### config.mk
export PLATFORM = sky130hd
export DESIGN_NAME = fifo_stream_reader_flat
export DESIGN_NICKNAME = d
export VERILOG_FILES = /design/src/rtl/fifo_stream_reader_if.sv /design/src/rtl/fifo_stream_reader.sv /design/src/flat_wrapper.sv
export SDC_FILE = /design/constraint.sdc
export NUM_CORES = 1
export LEC_CHECK = 0
export BUFFER_PORTS_ARGS = -buffer_cell sky130_fd_sc_hd__buf_2
export CORE_MARGIN = 1.5
export CORE_UTILIZATION = 57
export CTS_CLUSTER_DIAMETER = 60
export DETAILED_ROUTE_END_ITERATION = 7
export PLACE_DENSITY = 0.83
export REMOVE_ABC_BUFFERS = 1
export SETUP_SLACK_MARGIN = 0.4
export SYNTH_ARGS = -nofsm -noshare
export SYNTH_HDL_FRONTEND = slang
export SYNTH_HIERARCHICAL = 1
export SYNTH_SLANG_ARGS = --single-unit
### constraint.sdc
create_clock -name clk_in -period 7.7 [get_ports clk_in]
set_clock_uncertainty 0.2 [all_clocks]
set_input_delay 2.31 -clock clk_in [delete_from_list [all_inputs] [get_ports clk_in]]
set_output_delay 2.31 -clock clk_in [all_outputs]
set_load 0.005 [all_outputs]
### src/rtl/fifo_stream_reader_if.sv
// Read-side FIFO port plus valid/ready stream port of fifo_stream_reader.
// master = the reader stage, slave = the FIFO/downstream environment.
interface fifo_stream_reader_if #(
  parameter int WIDTH = 8
);
  logic             fifo_empty_in;
  logic [WIDTH-1:0] fifo_data_in;
  logic             fifo_read_out;
  logic             m_valid_out;
  logic             m_ready_in;
  logic [WIDTH-1:0] m_data_out;

  modport master (
    input  fifo_empty_in,
    input  fifo_data_in,
    input  m_ready_in,
    output fifo_read_out,
    output m_valid_out,
    output m_data_out
  );

  modport slave (
    output fifo_empty_in,
    output fifo_data_in,
    output m_ready_in,
    input  fifo_read_out,
    input  m_valid_out,
    input  m_data_out
  );
endinterface

### src/rtl/fifo_stream_reader.sv
// Async-FIFO read-side consumer: hides the 1-cycle read latency behind a 2-entry buffer.
// Optional macro FIFO_STREAM_READER_CNT_EN adds word_cnt_out, a 32-bit count of completed pops.
module fifo_stream_reader #(
  parameter int WIDTH      = 8,
  parameter int SKID_DEPTH = 2
) (
  input  logic                 clk_in,
  input  logic                 nrst_in,
  fifo_stream_reader_if.master bus
`ifdef FIFO_STREAM_READER_CNT_EN
  ,
  output logic [31:0]          word_cnt_out
`endif
);

  // State encoding equals the number of buffered words.
  localparam logic [1:0] EMPTY = 2'd0;
  localparam logic [1:0] ONE   = 2'd1;
  localparam logic [1:0] TWO   = 2'd2;

  logic [1:0]       state_r;
  logic [1:0]       state_nxt_s;
  logic             inflight_r;
  logic             valid_r;
  logic             valid_nxt_s;
  logic [WIDTH-1:0] head_r;
  logic [WIDTH-1:0] head_nxt_s;
  logic [WIDTH-1:0] tail_r;
  logic [WIDTH-1:0] tail_nxt_s;
  logic             pop_s;
  logic             capture_s;
  logic             read_s;
  logic [2:0]       pending_s;

  if (SKID_DEPTH != 2) begin : g_depth_check
    $error("fifo_stream_reader: SKID_DEPTH must be 2");
  end

  assign pop_s     = valid_r & bus.m_ready_in;
  assign capture_s = inflight_r;

  // Words that will be held after this edge; never exceeds 2 when reads obey it.
  assign pending_s = {1'b0, state_r} + {2'b00, inflight_r} - {2'b00, pop_s};
  assign read_s    = nrst_in & ~bus.fifo_empty_in & (pending_s < 3'd2);

  assign bus.fifo_read_out = read_s;
  assign bus.m_valid_out   = valid_r;
  assign bus.m_data_out    = head_r;

  // Next-state and buffer shifting on capture/pop.
  always_comb begin
    state_nxt_s = state_r;
    head_nxt_s  = head_r;
    tail_nxt_s  = tail_r;
    case (state_r)
      EMPTY: begin
        if (capture_s) begin
          state_nxt_s = ONE;
          head_nxt_s  = bus.fifo_data_in;
        end else begin
          state_nxt_s = EMPTY;
        end
      end
      ONE: begin
        if (capture_s && !pop_s) begin
          state_nxt_s = TWO;
          tail_nxt_s  = bus.fifo_data_in;
        end else if (!capture_s && pop_s) begin
          state_nxt_s = EMPTY;
        end else if (capture_s && pop_s) begin
          state_nxt_s = ONE;
          head_nxt_s  = bus.fifo_data_in;
        end else begin
          state_nxt_s = ONE;
        end
      end
      TWO: begin
        if (pop_s && capture_s) begin
          state_nxt_s = TWO;
          head_nxt_s  = tail_r;
          tail_nxt_s  = bus.fifo_data_in;
        end else if (pop_s) begin
          state_nxt_s = ONE;
          head_nxt_s  = tail_r;
        end else begin
          state_nxt_s = TWO;
        end
      end
      default: begin
        state_nxt_s = EMPTY;
      end
    endcase
    valid_nxt_s = (state_nxt_s != EMPTY);
  end

  // Buffer, state and in-flight read registers.
  always_ff @(posedge clk_in or negedge nrst_in) begin
    if (!nrst_in) begin
      state_r    <= EMPTY;
      inflight_r <= 1'b0;
      valid_r    <= 1'b0;
      head_r     <= {WIDTH{1'b0}};
      tail_r     <= {WIDTH{1'b0}};
    end else begin
      state_r    <= state_nxt_s;
      inflight_r <= read_s;
      valid_r    <= valid_nxt_s;
      head_r     <= head_nxt_s;
      tail_r     <= tail_nxt_s;
    end
  end

`ifdef FIFO_STREAM_READER_CNT_EN
  logic [31:0] word_cnt_r;

  // Completed-pop counter, wraps naturally at 2^32.
  always_ff @(posedge clk_in or negedge nrst_in) begin
    if (!nrst_in) begin
      word_cnt_r <= 32'd0;
    end else if (pop_s) begin
      word_cnt_r <= word_cnt_r + 32'd1;
    end else begin
      word_cnt_r <= word_cnt_r;
    end
  end

  assign word_cnt_out = word_cnt_r;
`endif

  fifo_stream_reader_chk u_chk (
    .clk        (clk_in),
    .nrst       (nrst_in),
    .in_two     (state_r == TWO),
    .capture    (capture_s),
    .pop        (pop_s),
    .read       (read_s),
    .fifo_empty (bus.fifo_empty_in)
  );

endmodule

// Simulation-only invariants of the reader buffer.
module fifo_stream_reader_chk (
  input logic clk,
  input logic nrst,
  input logic in_two,
  input logic capture,
  input logic pop,
  input logic read,
  input logic fifo_empty
);
  a_no_overfill: assert property (@(posedge clk) disable iff (!nrst)
    !(in_two && capture && !pop));
  a_no_empty_read: assert property (@(posedge clk) disable iff (!nrst)
    !(read && fifo_empty));
endmodule
### src/flat_wrapper.sv
// flat-port wrapper written by rule: the top's interface ports become plain ports
module fifo_stream_reader_flat 
#(
  parameter int WIDTH      = 8,
  parameter int SKID_DEPTH = 2
)
  (clk_in, nrst_in, bus_fifo_empty_in, bus_fifo_data_in, bus_m_ready_in, bus_fifo_read_out, bus_m_valid_out, bus_m_data_out);
  fifo_stream_reader_if #(.WIDTH(WIDTH)) bus_i ();
  input  logic clk_in;
  input  logic nrst_in;
  input wire logic [$bits(bus_i.fifo_empty_in)-1:0] bus_fifo_empty_in;
  input wire logic [$bits(bus_i.fifo_data_in)-1:0] bus_fifo_data_in;
  input wire logic [$bits(bus_i.m_ready_in)-1:0] bus_m_ready_in;
  output wire logic [$bits(bus_i.fifo_read_out)-1:0] bus_fifo_read_out;
  output wire logic [$bits(bus_i.m_valid_out)-1:0] bus_m_valid_out;
  output wire logic [$bits(bus_i.m_data_out)-1:0] bus_m_data_out;
  assign bus_i.fifo_empty_in = bus_fifo_empty_in;
  assign bus_i.fifo_data_in = bus_fifo_data_in;
  assign bus_i.m_ready_in = bus_m_ready_in;
  assign bus_fifo_read_out = bus_i.fifo_read_out;
  assign bus_m_valid_out = bus_i.m_valid_out;
  assign bus_m_data_out = bus_i.m_data_out;
  fifo_stream_reader #(.WIDTH(WIDTH), .SKID_DEPTH(SKID_DEPTH)) u_core (.clk_in(clk_in), .nrst_in(nrst_in), .bus(bus_i));
endmodule
# --- Word-level counts from Yosys, hierarchy flattened ---
# Index checks and enable logic that the tools add are counted.
op_classes:
  reduce_logical: 11
  n_bitwise: 4
  mux: 15
  n_eq_ne: 9
  add_sub_neg: 2
  n_lt_le_gt_ge: 1
ops:
  columns: ["operator", "count"]
  rows:
  - ["8-bit two-way mux", 7]
  - ["8-bit case mux with 3 select lines", 1]
  - ["8-bit case mux with 2 select lines", 1]
  - ["2-bit by 1-bit inequality test with 1-bit output (second input constant)", 4]
  - ["2-bit two-way mux", 3]
  - ["2-bit case mux with 3 select lines", 1]
  - ["6-bit AND reduction", 1]
  - ["2-bit inequality test (second input constant)", 2]
  - ["2-bit nonzero test", 2]
  - ["2-bit by 1-bit adder with 3-bit output", 1]
  - ["1-bit AND", 3]
  - ["1-bit logical AND", 3]
  - ["3-bit by 2-bit < comparator with 1-bit output (second input constant)", 1]
  - ["3-bit by 1-bit inequality test with 1-bit output (second input constant)", 1]
  - ["3-bit AND reduction", 1]
  - ["3-bit nonzero test", 1]
  - ["3-bit by 1-bit subtractor with 3-bit output", 1]
  - ["2-bit by 1-bit == test with 1-bit output (second input constant)", 1]
  - ["2-bit == test (second input constant)", 1]
  - ["1-bit zero test", 2]
  - ["2-bit zero test", 1]
  - ["1-bit two-way mux", 2]
  - ["1-bit NOT", 1]
totals:
  reg_bits: 20
  word_cells: 47
  output_inout_bits: 10

# --- Logic depth before layout (Yosys ltp) ---
depth:
  word_depth: 6
  ltp_mapped: 6
  mapped_depth_nobuf: 6

# --- Least setup slack after synthesis ---
# Ideal clock, no wire load.
synth_path:
  path_type: "input to output"
  startpoint: "input port bus_m_ready_in"
  endpoint: "output port bus_fifo_read_out"
  t_required_ps: 5190
  stages: 6
  slack_ps: 1516
  t_arrival_ps: 3674
  cell_sequence: "nand2_1 > ha_1 > or2b_1 > fa_1 > xor2_1 > nor3_1"
synth_via:
  elab_chain_len: 4
synth_rtl:
  columns: ["item", "line_no", "source"]
  rows:
  - ["start, declared", "flat_wrapper.sv:13", "input wire logic [$bits(bus_i.m_ready_in)-1:0] bus_m_ready_in;"]
  - ["1-bit AND", "fifo_stream_reader.sv:39", "assign pop_s = valid_r & bus.m_ready_in;"]
  - ["3-bit by 1-bit subtractor with 3-bit output", "fifo_stream_reader.sv:43", "assign pending_s = {1'b0, state_r} + {2'b00, inflight_r} - {2'b00, pop_s};"]
  - ["3-bit by 2-bit < comparator with 1-bit output", "fifo_stream_reader.sv:44", "assign read_s = nrst_in & ~bus.fifo_empty_in & (pending_s < 3'd2);"]
  - ["1-bit AND", "fifo_stream_reader.sv:44", null]
  - ["end, declared", "flat_wrapper.sv:14", "output wire logic [$bits(bus_i.fifo_read_out)-1:0] bus_fifo_read_out;"]
# No other way between the ends.

# --- Final worst setup path ---
# Same ends and word-level chain as after synthesis.

==> metrics.yaml <==
run_status:
  status: "finished clean"
power:
  netSwitchingPower_uw: 154
  swShare_pct: 32.9
  p_int_uw: 314
  worst_ir_drop_vdd_v: 0.000234
  comb_power_share_pct: 44.2
  p_clk_share_pct: 12.3
  power_density_nw_per_um2: 390
  leakagePower_uw: 0.000582
  p_seq_share_pct: 43.5
worst_setup_path:
  worst-path-max-fanout: 4
  crit_required_ns: 5.19
  crit_chain: "buf_2 > nand2_1 > ha_1 > or2b_1 > fa_1 > xor2_1 > nor3_1 > buf_2"
  end_kind: "output pin"
  slowest_delay_ns: 0.41
  critPathKind: "in -> out"
  critPathLaunchType: "input pin"
  critPathSlowestCell: "fa_1"
  crit_arrival_ns: 4.07
  crit_top_cell: "buf_2"
flow_run:
  maxCapViolations: 0
cts:
  post_cts_buffers: 0
  cts_buffer_depth: 2
  cts_max_level: 1
  numCtsBuffers: 3
  cts_resized: 0
  clock_sinks: 20
  insertion_delay_ns: 0.29
  cts_tree: "built"
  path_clk_slew_ns: 0.10
  cts-root-buf: "clkbuf_4"
  hold_buffers: 0
synthesis:
  synthCells: 72
  synth_cell_types: 23
  synth_top_family_by_area: "multiplexers"
  synth_xor_area_share_pct: 0.817
  yosys_warnings: 6
  synth_compound_area_share_pct: 6.07
  ys_ff_latch: 20
  ys_seq_area_share_pct: 46.7
  avgSynthCellArea_um2: 14.9
  synth_area_um2: 1070
  synth_fa_ha_area_share_pct: 3.03
  synthMuxAreaShare_pct: 28.0
  yosys.area_share.simple_pct: 10.5
placed_design:
  gp_congestion: 0.816
  numPortBuffers: 21
  hpwl_um: 1280
  place_area_um2: 1160
grt:
  grtUsageTotal_pct: 19.3
  grt-ovfl-total: 0
  grt_pass1_wl_um: 2810
  antenna_found_initial: 0
  grt_max_degree: 22
  grt_pass1_vias: 616
sta:
  max_freq_ghz: 0.152
  fin_tns_setup_ns: 0
  final.period_utilization_pct: 85.4
  setup_violations: 0
  rsz0062_at_grt: "false"
  worst_slew_pin_slew_ns: 0.513
  slew-limit-headroom_pct: 65.8
  maxSlewViolCount: 0
  hold_violations: 0
  period_minus_slack_ns: 6.58
die:
  io_pins: 22
  coreArea_um2: 1750
  start_util_pct: 61.4
  num_rows: 15
  dieArea_um2: 2150
  die_height_um: 46.4
  dieWidth_um: 46.4
drt:
  route.detailed.drc: 0
  postRouteAntennaNets: 0
  vias: 646
  drt_wl_total_um: 1750
  vias_per_cell: 5.47
  first_iter_violations: 5
  dr.pass1.iters: 4
  wl_per_cell_um: 14.9
layout:
  seq_area_um2: 500
  areaGrowthSynthToFinish_pct: 11.9
  layout_commonest_cell: "buf_2"
  nNetsFinal: 108
  most-common-layout-cells: "buf_2, dfrtp_1, mux2_2"
  multi_input_area_um2: 519
  fin_area_um2: 1200
  n_fill_cell: 149
  layout-drive-gt1-share_pct: 58.1
  antenna_cells: 0
hold_path:
  hold_path.class: "reg -> reg"
[worst max-delay path, delay by kind of cell]
kind / cells / cell delay [ns]
buffers and inverters: 2 / 0.31
AND/OR/NAND/NOR: 3 / 0.58
adder cells (fa/ha/maj): 2 / 0.72
XOR/XNOR: 1 / 0.15
[registers in the layout, summed over array words and instances, names as in the netlist]
signal,count
u_core/bus.m_data_out,8
u_core/capture_s,1
u_core/tail_r,8
u_core/state_r,2
u_core/bus.m_valid_out,1
[layout make-up]
cell class	instances	share of cell area (%)
Clock buffer	4	3.02
Tap cell	25	2.61
Inverter	2	0.626
Sequential cell	20	41.7
Multi-Input combinational cell	46	43.3
Timing Repair Buffer	21	8.76
[power by group through the flow]
stage / logic, uW / clock network (uW) / registers (uW)
2_1_floorplan: 151 / 0 / 200
3_3_place_gp: 201 / 0 / 202
3_5_place_dp: 209 / 0 / 206
4_1_cts: 211 / 60.6 / 204
5_1_grt: 228 / 66.0 / 210
6_report: 207 / 57.6 / 204
[synth_stat cells]
cell type / count / area share, %
a21oi_1: 2 / 0.93
a31o_2: 1 / 0.82
buf_6: 4 / 4.2
dfrtp_1: 20 / 47
fa_1: 1 / 1.9
ha_1: 1 / 1.2
inv_1: 2 / 0.70
mux2_2: 16 / 17
mux2_4: 8 / 11
nand2_1: 2 / 0.70
nand2b_1: 1 / 0.58
nand3b_1: 1 / 0.70
nand4b_1: 1 / 0.82
nand4b_4: 2 / 4.4
nor2_1: 1 / 0.35
nor2b_4: 1 / 1.3
nor3_1: 2 / 0.93
o21a_1: 1 / 0.70
o21ai_0: 1 / 0.47
o221ai_4: 1 / 2.5
o31ai_1: 1 / 0.70
or2b_1: 1 / 0.70
xor2_1: 1 / 0.82
[through the flow]
stage          util, %  setup slack [ns]  total power (uW)  hold WS, ns  instances
2_1_floorplan        -              1.51               351        0.276         68
3_3_place_gp      66.7              1.21               403        0.285        114
3_5_place_dp      66.7              1.11               415        0.291        114
4_1_cts           68.7              1.11               475        0.316        118
5_1_grt           68.7              1.01               505        0.335        118
6_report          68.7              1.12               468        0.309        118
[cells by family after synthesis]
logic type	Yosys count
mux	24
flops	20
simple gates	12
compound gates	7
buf+inv	6
fa+ha+maj	2
xor+xnor	1
[path summary, 6_finish.rpt]
path	start	end	slack [ns]	cells after the start
max	bus_m_ready_in	bus_fifo_read_out	1.12	8
min	u_core/bus.m_data_out[1]$_DFFE_PN0P_	u_core/bus.m_data_out[1]$_DFFE_PN0P_	0.31	1
max reg2reg	u_core/bus.m_valid_out$_DFF_PN0_	u_core/capture_s$_DFF_PN0_	5.43	6
min reg2reg	u_core/bus.m_data_out[1]$_DFFE_PN0P_	u_core/bus.m_data_out[1]$_DFFE_PN0P_	0.31	1
max in group asynchronous	nrst_in	u_core/tail_r[6]$_DFFE_PN0P_	5.23	1
min in group asynchronous	nrst_in	u_core/bus.m_data_out[0]$_DFFE_PN0P_	1.75	1
[routing by layer]
layer / wire length (um) / vias to the layer above / global-route usage (%) / part of all wire (%)
li1: - / 300 / - / -
met1: 812 / 318 / 26.1 / 46
met2: 830 / 26 / 28.9 / 47
met3: 97 / 2 / 6.67 / 5.5
met4: 13 / 0 / 6.29 / 0.74
met5: 0 / - / 0 / 0
No activity file was read; power rests on OpenSTA's default activity.
